### src/rtl/poly_frontend_dbuf_pkg.sv
// Shared constants for the SPI scene-loading frontend: register map,
// frame FSM encoding and the polygon-slot address decoder.
package poly_frontend_dbuf_pkg;

  localparam int WPX_DEF    = 8;
  localparam int WPY_DEF    = 8;
  localparam int WCOLOR_DEF = 8;

  localparam logic [6:0] ADDR_BG     = 7'h00;
  localparam logic [6:0] ADDR_EN_LO  = 7'h01;
  localparam logic [6:0] ADDR_EN_HI  = 7'h02;
  localparam logic [6:0] POLY_BASE   = 7'h04;
  localparam logic [6:0] POLY_STRIDE = 7'h08;

  localparam logic [2:0] F_COLOR = 3'd0;
  localparam logic [2:0] F_V0X   = 3'd1;
  localparam logic [2:0] F_V0Y   = 3'd2;
  localparam logic [2:0] F_V1X   = 3'd3;
  localparam logic [2:0] F_V1Y   = 3'd4;
  localparam logic [2:0] F_V2X   = 3'd5;
  localparam logic [2:0] F_V2Y   = 3'd6;

  localparam int CMD_WRITE = 7;

  localparam logic [1:0] ST_IDLE = 2'd0;
  localparam logic [1:0] ST_CMD  = 2'd1;
  localparam logic [1:0] ST_DATA = 2'd2;

  typedef struct packed {
    logic       hit;
    logic [3:0] idx;
    logic [2:0] fld;
  } poly_sel_t;

  // Offset 7 of each slot decodes as a hit but matches no field, so it reads 0.
  function automatic poly_sel_t poly_decode(input logic [6:0] a, input int n_poly);
    poly_sel_t  s;
    logic [6:0] off;
    off   = a - POLY_BASE;
    s.idx = 4'(off / POLY_STRIDE);
    s.fld = 3'(off % POLY_STRIDE);
    s.hit = (a >= POLY_BASE) && (int'(s.idx) < n_poly);
    return s;
  endfunction

endpackage

### src/rtl/poly_frontend_dbuf_spi_byte_slave.sv
// Mode-0 SPI byte slave: synchronises the pins into clk, runs the
// IDLE/CMD/DATA frame FSM and exchanges whole bytes with the register map.
module spi_byte_slave
  import poly_frontend_dbuf_pkg::*;
(
  input  logic       clk,
  input  logic       rst,
  input  logic       cs_in,
  input  logic       sck_in,
  input  logic       mosi_in,
  input  logic       load,
  input  logic [7:0] load_byte,
  output logic       miso,
  output logic       byte_valid,
  output logic       byte_is_cmd,
  output logic [7:0] rx_byte,
  output logic       frame_start,
  output logic       busy
);

  logic [1:0] cs_sync, sck_sync, mosi_sync;
  logic       cs_d, sck_d;
  logic [1:0] state;
  logic [2:0] cnt;
  logic [6:0] shin;
  logic [7:0] tx;
  logic       cs_rise, cs_fall, sck_rise, sck_fall;

  assign cs_rise  =  cs_sync[1] & ~cs_d;
  assign cs_fall  = ~cs_sync[1] &  cs_d;
  assign sck_rise =  sck_sync[1] & ~sck_d;
  assign sck_fall = ~sck_sync[1] &  sck_d;
  assign busy     = (state != ST_IDLE);

  always_ff @(posedge clk) begin
    if (rst) begin
      cs_sync     <= '0;
      sck_sync    <= '0;
      mosi_sync   <= '0;
      cs_d        <= 1'b0;
      sck_d       <= 1'b0;
      state       <= ST_IDLE;
      cnt         <= '0;
      shin        <= '0;
      tx          <= '0;
      miso        <= 1'b0;
      byte_valid  <= 1'b0;
      byte_is_cmd <= 1'b0;
      rx_byte     <= '0;
      frame_start <= 1'b0;
    end else begin
      cs_sync     <= {cs_sync[0], cs_in};
      sck_sync    <= {sck_sync[0], sck_in};
      mosi_sync   <= {mosi_sync[0], mosi_in};
      cs_d        <= cs_sync[1];
      sck_d       <= sck_sync[1];
      byte_valid  <= 1'b0;
      frame_start <= 1'b0;
      if (load) tx <= load_byte;
      // A CS edge overrides any SCK activity, so a partial byte is simply lost.
      if (cs_rise) begin
        state <= ST_IDLE;
        cnt   <= '0;
        tx    <= '0;
        miso  <= 1'b0;
      end else if (cs_fall) begin
        state       <= ST_CMD;
        cnt         <= '0;
        tx          <= '0;
        miso        <= 1'b0;
        frame_start <= 1'b1;
      end else if (state != ST_IDLE) begin
        if (sck_rise) begin
          shin <= {shin[5:0], mosi_sync[1]};
          cnt  <= cnt + 3'd1;
          if (cnt == 3'd7) begin
            rx_byte     <= {shin, mosi_sync[1]};
            byte_valid  <= 1'b1;
            byte_is_cmd <= (state == ST_CMD);
            state       <= ST_DATA;
          end
        end
        if (sck_fall) begin
          miso <= tx[7];
          tx   <= {tx[6:0], 1'b0};
        end
      end
    end
  end

endmodule

### src/rtl/poly_frontend_dbuf.sv
// Double-buffered scene register bank loaded over SPI; en_load copies the
// shadow bank to the active bank, deferred while an SPI frame is in flight.
module poly_frontend_dbuf
  import poly_frontend_dbuf_pkg::*;
#(
  parameter int N_POLY = 3,
  parameter int WPX    = WPX_DEF,
  parameter int WPY    = WPY_DEF,
  parameter int WCOLOR = WCOLOR_DEF
) (
  input  logic                     clk,
  input  logic                     rst,
  input  logic                     cs_in,
  input  logic                     sck_in,
  input  logic                     mosi_in,
  output logic                     miso_out,
  input  logic                     en_load,
  output logic [WCOLOR-1:0]        bg_color_out,
  output logic [WCOLOR*N_POLY-1:0] poly_color_out,
  output logic [WPX*N_POLY-1:0]    v0_x_out,
  output logic [WPX*N_POLY-1:0]    v1_x_out,
  output logic [WPX*N_POLY-1:0]    v2_x_out,
  output logic [WPY*N_POLY-1:0]    v0_y_out,
  output logic [WPY*N_POLY-1:0]    v1_y_out,
  output logic [WPY*N_POLY-1:0]    v2_y_out,
  output logic [N_POLY-1:0]        poly_enable_out,
  output logic                     commit_pending_out
);

  logic                             byte_valid, byte_is_cmd, frame_start, frame_busy;
  logic [7:0]                       rx_byte, rd_data;
  logic                             load;
  logic [6:0]                       addr, next_addr;
  logic                             wr;
  poly_sel_t                        wsel, rsel;

  logic [WCOLOR-1:0]                sh_bg, act_bg;
  logic [N_POLY-1:0]                sh_en, act_en;
  logic [N_POLY-1:0][WCOLOR-1:0]    sh_color, act_color;
  logic [2:0][N_POLY-1:0][WPX-1:0]  sh_vx, act_vx;
  logic [2:0][N_POLY-1:0][WPY-1:0]  sh_vy, act_vy;

  spi_byte_slave u_spi (
    .clk         (clk),
    .rst         (rst),
    .cs_in       (cs_in),
    .sck_in      (sck_in),
    .mosi_in     (mosi_in),
    .load        (load),
    .load_byte   (rd_data),
    .miso        (miso_out),
    .byte_valid  (byte_valid),
    .byte_is_cmd (byte_is_cmd),
    .rx_byte     (rx_byte),
    .frame_start (frame_start),
    .busy        (frame_busy)
  );

  // Readback is staged for the address the next byte will cover.
  assign next_addr = byte_is_cmd ? rx_byte[6:0] : addr + 7'd1;
  assign load      = byte_valid && (byte_is_cmd ? !rx_byte[CMD_WRITE] : !wr);
  assign wsel      = poly_decode(addr, N_POLY);
  assign rsel      = poly_decode(next_addr, N_POLY);

  always_comb begin
    rd_data = '0;
    if (next_addr == ADDR_BG) rd_data = 8'(sh_bg);
    for (int i = 0; i < N_POLY; i++) begin
      if ((next_addr == ADDR_EN_LO && i < 8) || (next_addr == ADDR_EN_HI && i >= 8))
        rd_data[3'(i)] = sh_en[i];
      if (rsel.hit && int'(rsel.idx) == i) begin
        case (rsel.fld)
          F_COLOR: rd_data = 8'(sh_color[i]);
          F_V0X:   rd_data = 8'(sh_vx[0][i]);
          F_V0Y:   rd_data = 8'(sh_vy[0][i]);
          F_V1X:   rd_data = 8'(sh_vx[1][i]);
          F_V1Y:   rd_data = 8'(sh_vy[1][i]);
          F_V2X:   rd_data = 8'(sh_vx[2][i]);
          F_V2Y:   rd_data = 8'(sh_vy[2][i]);
          default: ;
        endcase
      end
    end
  end

  always_ff @(posedge clk) begin
    if (rst) begin
      addr     <= '0;
      wr       <= 1'b0;
      sh_bg    <= '0;
      sh_en    <= '0;
      sh_color <= '0;
      sh_vx    <= '0;
      sh_vy    <= '0;
    end else begin
      if (frame_start) begin
        addr <= '0;
        wr   <= 1'b0;
      end
      if (byte_valid && byte_is_cmd) begin
        wr   <= rx_byte[CMD_WRITE];
        addr <= rx_byte[6:0];
      end else if (byte_valid) begin
        addr <= addr + 7'd1;
        if (wr) begin
          if (addr == ADDR_BG) sh_bg <= rx_byte[WCOLOR-1:0];
          for (int i = 0; i < N_POLY; i++) begin
            if ((addr == ADDR_EN_LO && i < 8) || (addr == ADDR_EN_HI && i >= 8))
              sh_en[i] <= rx_byte[3'(i)];
            if (wsel.hit && int'(wsel.idx) == i) begin
              case (wsel.fld)
                F_COLOR: sh_color[i] <= rx_byte[WCOLOR-1:0];
                F_V0X:   sh_vx[0][i] <= rx_byte[WPX-1:0];
                F_V0Y:   sh_vy[0][i] <= rx_byte[WPY-1:0];
                F_V1X:   sh_vx[1][i] <= rx_byte[WPX-1:0];
                F_V1Y:   sh_vy[1][i] <= rx_byte[WPY-1:0];
                F_V2X:   sh_vx[2][i] <= rx_byte[WPX-1:0];
                F_V2Y:   sh_vy[2][i] <= rx_byte[WPY-1:0];
                default: ;
              endcase
            end
          end
        end
      end
    end
  end

  // byte_valid lags the FSM by a cycle, so it also counts as in-flight.
  always_ff @(posedge clk) begin
    if (rst) begin
      commit_pending_out <= 1'b0;
      act_bg             <= '0;
      act_en             <= '0;
      act_color          <= '0;
      act_vx             <= '0;
      act_vy             <= '0;
    end else if (en_load && (frame_busy || byte_valid)) begin
      commit_pending_out <= 1'b1;
    end else if (!(frame_busy || byte_valid) && (en_load || commit_pending_out)) begin
      commit_pending_out <= 1'b0;
      act_bg             <= sh_bg;
      act_en             <= sh_en;
      act_color          <= sh_color;
      act_vx             <= sh_vx;
      act_vy             <= sh_vy;
    end
  end

  assign bg_color_out    = act_bg;
  assign poly_enable_out = act_en;
  assign poly_color_out  = act_color;
  assign v0_x_out        = act_vx[0];
  assign v1_x_out        = act_vx[1];
  assign v2_x_out        = act_vx[2];
  assign v0_y_out        = act_vy[0];
  assign v1_y_out        = act_vy[1];
  assign v2_y_out        = act_vy[2];

endmodule

### config.mk
export PLATFORM = sky130hd
export DESIGN_NAME = poly_frontend_dbuf
export DESIGN_NICKNAME = d
export VERILOG_FILES = /design/src/rtl/poly_frontend_dbuf_pkg.sv /design/src/rtl/poly_frontend_dbuf_spi_byte_slave.sv /design/src/rtl/poly_frontend_dbuf.sv
export SDC_FILE = /design/constraint.sdc
export NUM_CORES = 1
export LEC_CHECK = 0
export CAP_MARGIN = 0
export CORE_MARGIN = 1
export CORE_UTILIZATION = 61
export DETAILED_ROUTE_END_ITERATION = 8
export PLACE_DENSITY = 0.92
export SLEW_MARGIN = 0
export SYNTH_ARGS = -nofsm -noshare
export SYNTH_HDL_FRONTEND = slang
export SYNTH_HIERARCHICAL = 1
export SYNTH_SLANG_ARGS = --single-unit
### constraint.sdc
create_clock -name clk -period 11 [get_ports clk]
set_clock_uncertainty 0.1 [all_clocks]
set_input_delay 2.2 -clock clk [delete_from_list [all_inputs] [get_ports clk]]
set_output_delay 2.2 -clock clk [all_outputs]
set_load 0.1 [all_outputs]
==> metrics.md <==
| Metric | Value |
|---|---|
| IO Count | 187 |
| Syn_area_per_cell | 8.78 sq um |
| Post-route ant nets | 0 |
| Status | finished, final reports clean |
| Post-Synth XOR/XNOR Area | 0.261% |
| Share of flip-flops with an asynchronous set or reset | 0% |
| CTS H-Tree Depth | 2 |
| Max-cap viol count | 0 |
| Vias in the first global route | 14396 |
| Post-Syn Area | 16800 sq um |
| Dominant cells by area after synthesis | dfxtp_1 (49%), mux2i_1 (13%), nand2_1 (9.1%), a21oi_1 (6.3%), nor2_1 (4.5%) |
| Final core occ | 74.1% |
| Worst setup startpoint | addr[0] |
| Clk_lat worst skew | 0.53 ns |
| Tcrit/Tclk final | 43.8% |
| Max-slew violations | 0 |
| Die Y | 168 microns |
| Most used routing layer | met2 |
| Width of the die | 168 microns |
| GRT Total Usage | 38.2% |
| TritonCTS Buffers | 40 |
| Final setup TNS | 0 ns |
| Largest net degree at the start of global routing | 169 |
| Peak VDD IR | 0.107 mV |
| Worst hold path type | flop to flop |
| Worst Path Arrival | 5.16 ns |
| Fillers | 1850 |
| Detailed-route via count | 15043 |
| Setup-failing EPs final | 0 |
| Required time of the critical path | 11.34 ns |
| Fmax | 207 MHz |
| Die area | 28200 sq um |
| Clk sinks | 407 |
| Final min period | 4.82 ns |
| Post-DP HPWL | 37200 microns |
| Synthesized net count | 1935 |
| Sequential area share after synthesis | 48.5% |
| Layout cells sized above 1 | 7.17% |
| Unrepaired setup endpoints after global routing | no |
| Met1 GRT Util | 47.3% |
| Synth Area in Simple Gates | 19.4% |
| Slew @ Worst Pin | 1.16 ns |
| Final GP Congestion | 1.01 |
| Core area | 27000 sq um |
| CP Class | flop to flop |
| R2R Path Start | addr[0] |
| Slew HR | 22.7% |
| Yosys cell types | 87 |
| GR Layer Usage met2 | 62.6% |
| Clock root buffer | clkbuf_16 |
| Ant diodes | 0 |
| Crit-path max FO | 30 |
| Ratio of total power to cell area | 143 nW/um^2 |
| Pleak | 7.09 nW |
| Main synth FF type | dfxtp_1 |
| Post-synthesis adder-cell area fraction | 1.12% |
| Initial DRC count | 1795 |
| Compound-cell area share of the yosys netlist | 13.0% |
| Critical path endpoint category | flop |
| Starting Density | 62.3% |
| DR vias/cell | 6.29 |
| Largest family of logic cells by synthesized area | simple AND/OR/NAND/NOR gates |
| Cts repair resizes | 0 |
| Yosys warns | 6 |
| Worst-path clk slew | 0.07 ns |
| Syn Inst Count | 1914 |
| Met3 Use GR | 7.43% |
| First-pass GRT wire length | 83100 microns |
| Number of cell rows | 60 |
| Clock Path Buffers | 3 |
| Grt total ovfl | 0 |
| Antenna violations before repair | 0 |
| Mux contribution to synthesized area | 13.8% |
| DRC errors left | 0 |
| Hold_buf cts | 0 |
| CTS tree | yes |
| Port buffer count | 186 |
| Area leader, netlist | dfxtp_1 |
| Drt wl/cell | 23.0 microns |
| Area share of the largest cell type after synthesis | 48.5% |
| Hold path start | u_spi/mosi_sync[0] |
| Final hold vios | 0 |
| Area delta synth->final | 18.8% |
| Number of synthesized register bits | 407 |
| Post-CTS Setup Repair Bufs | 0 |
| Post-synth EDFFs | 0 |
| Worst Setup Start Kind | flop |
| Final wirelength | 54900 microns |
| Nets | 2044 |
| Drt pass-1 iters | 8 |
[metrics by stage]
stage	instances	total power, mW	setup slack (ns)	hold WS (ns)	instance area [sq um]
after global routing	2392	2.92	6.12	0.359	20000
after detailed placement	2322	1.57	5.94	0.323	18700
after global placement	2322	1.57	6.02	0.319	18700
final	2392	2.86	6.18	0.336	20000
after floorplan	1914	1.56	7.35	0.314	16800
after CTS	2392	2.85	6.42	0.336	20000
[Yosys cell counts (5+ instances only)]
library cell	count
nand2_1	406
nor2_1	200
a211oi_1	9
nand3_1	20
o21ai_0	21
nor3_1	21
buf_6	5
buf_1	6
buf_2	13
ha_1	15
a22oi_1	15
or2_2	5
mux2i_1	219
mux2_2	10
and3_1	6
a222oi_1	13
a21oi_1	210
and2_1	7
nand2b_1	26
inv_1	11
a31oi_1	6
dfxtp_1	407
nor2b_1	10
nand4_1	6
nor2_2	13
o211ai_1	10
a211oi_2	5
clkbuf_1	115
a221oi_1	12
[critical path, cell delays in order, from the launching register on]
cell       delay [ns]
dfxtp_1          0.66
ha_1             0.35
ha_1             0.24
mux2_2           0.67
nand2_1          0.32
nor3_2           0.87
a221oi_1         0.21
o21ai_0          0.24
mux2i_1          0.14
a2bb2oi_1        0.47
mux2i_1          0.18
a211oi_2         0.28
[path summary, 6_finish.rpt]
check	cells past startpoint	slack, ns	end
max reg2reg	11	6.18	u_spi/tx[4]
min reg2reg	1	0.34	u_spi/mosi_sync[1]
max	11	6.18	u_spi/tx[4]
min	1	0.34	u_spi/mosi_sync[1]
[logic make-up (layout without fill, tap and decap cells)]
| family | count (synthesis) | in the layout |
|---|---|---|
| muxes | 230 | 230 |
| adders and majority gates | 15 | 15 |
| DFF | 407 | 407 |
| xor gates and xnor gates | 5 | 5 |
| AOI/OAI and AO/OA | 347 | 347 |
| and+or+nand+nor | 754 | 754 |
| buffers and inverters | 156 | 293 |
[cells in the final DEF, fill, tap and decap left out, types with 15 or more instances in the layout]
master,n
clkdlybuf4s50_1,185
dfxtp_1,405
nand3_1,20
a22oi_1,15
ha_1,15
buf_4,22
a21oi_1,210
mux2i_1,219
clkbuf_16,40
nor2_1,200
nand2_1,406
nand2b_1,26
nor3_1,20
o21ai_0,21
[flip-flops by register name, indices dropped and copies added (netlist names), 7 cells and up]
register and flops:
v0_y_out 24, v1_y_out 24, u_spi/shin 7, v1_x_out 24
sh_color 24, v2_x_out 24, bg_color_out 8, addr 7
v2_y_out 24, sh_bg 8, v0_x_out 24, u_spi/rx_byte 8
u_spi/tx 8, poly_color_out 24, sh_vy 72, sh_vx 72
[metal layers]
metal,vias to the layer above,wire length [microns]
met3,210,4840
met1,7225,21600
met5,-,0
li1,6749,-
met2,859,25300
met4,0,3200
[power breakdown]
part           internal (mW)  total [mW]  switching [mW]
clock                  0.753        1.32           0.568
combinational        0.00679      0.0591          0.0523
sequential              1.47        1.48        0.000841
[area by class of cell]
cell class	count	area, sq um	area share (%)
clock buffers	60	1160	5.79
clock inverters	10	103	0.514
inverters	15	58.8	0.295
multi-input cells	1351	8030	40.2
flip-flops and latches	407	8150	40.8
well taps	341	427	2.14
repair buffers	208	2030	10.2
Note: power is estimated with default switching activity, not from simulation.
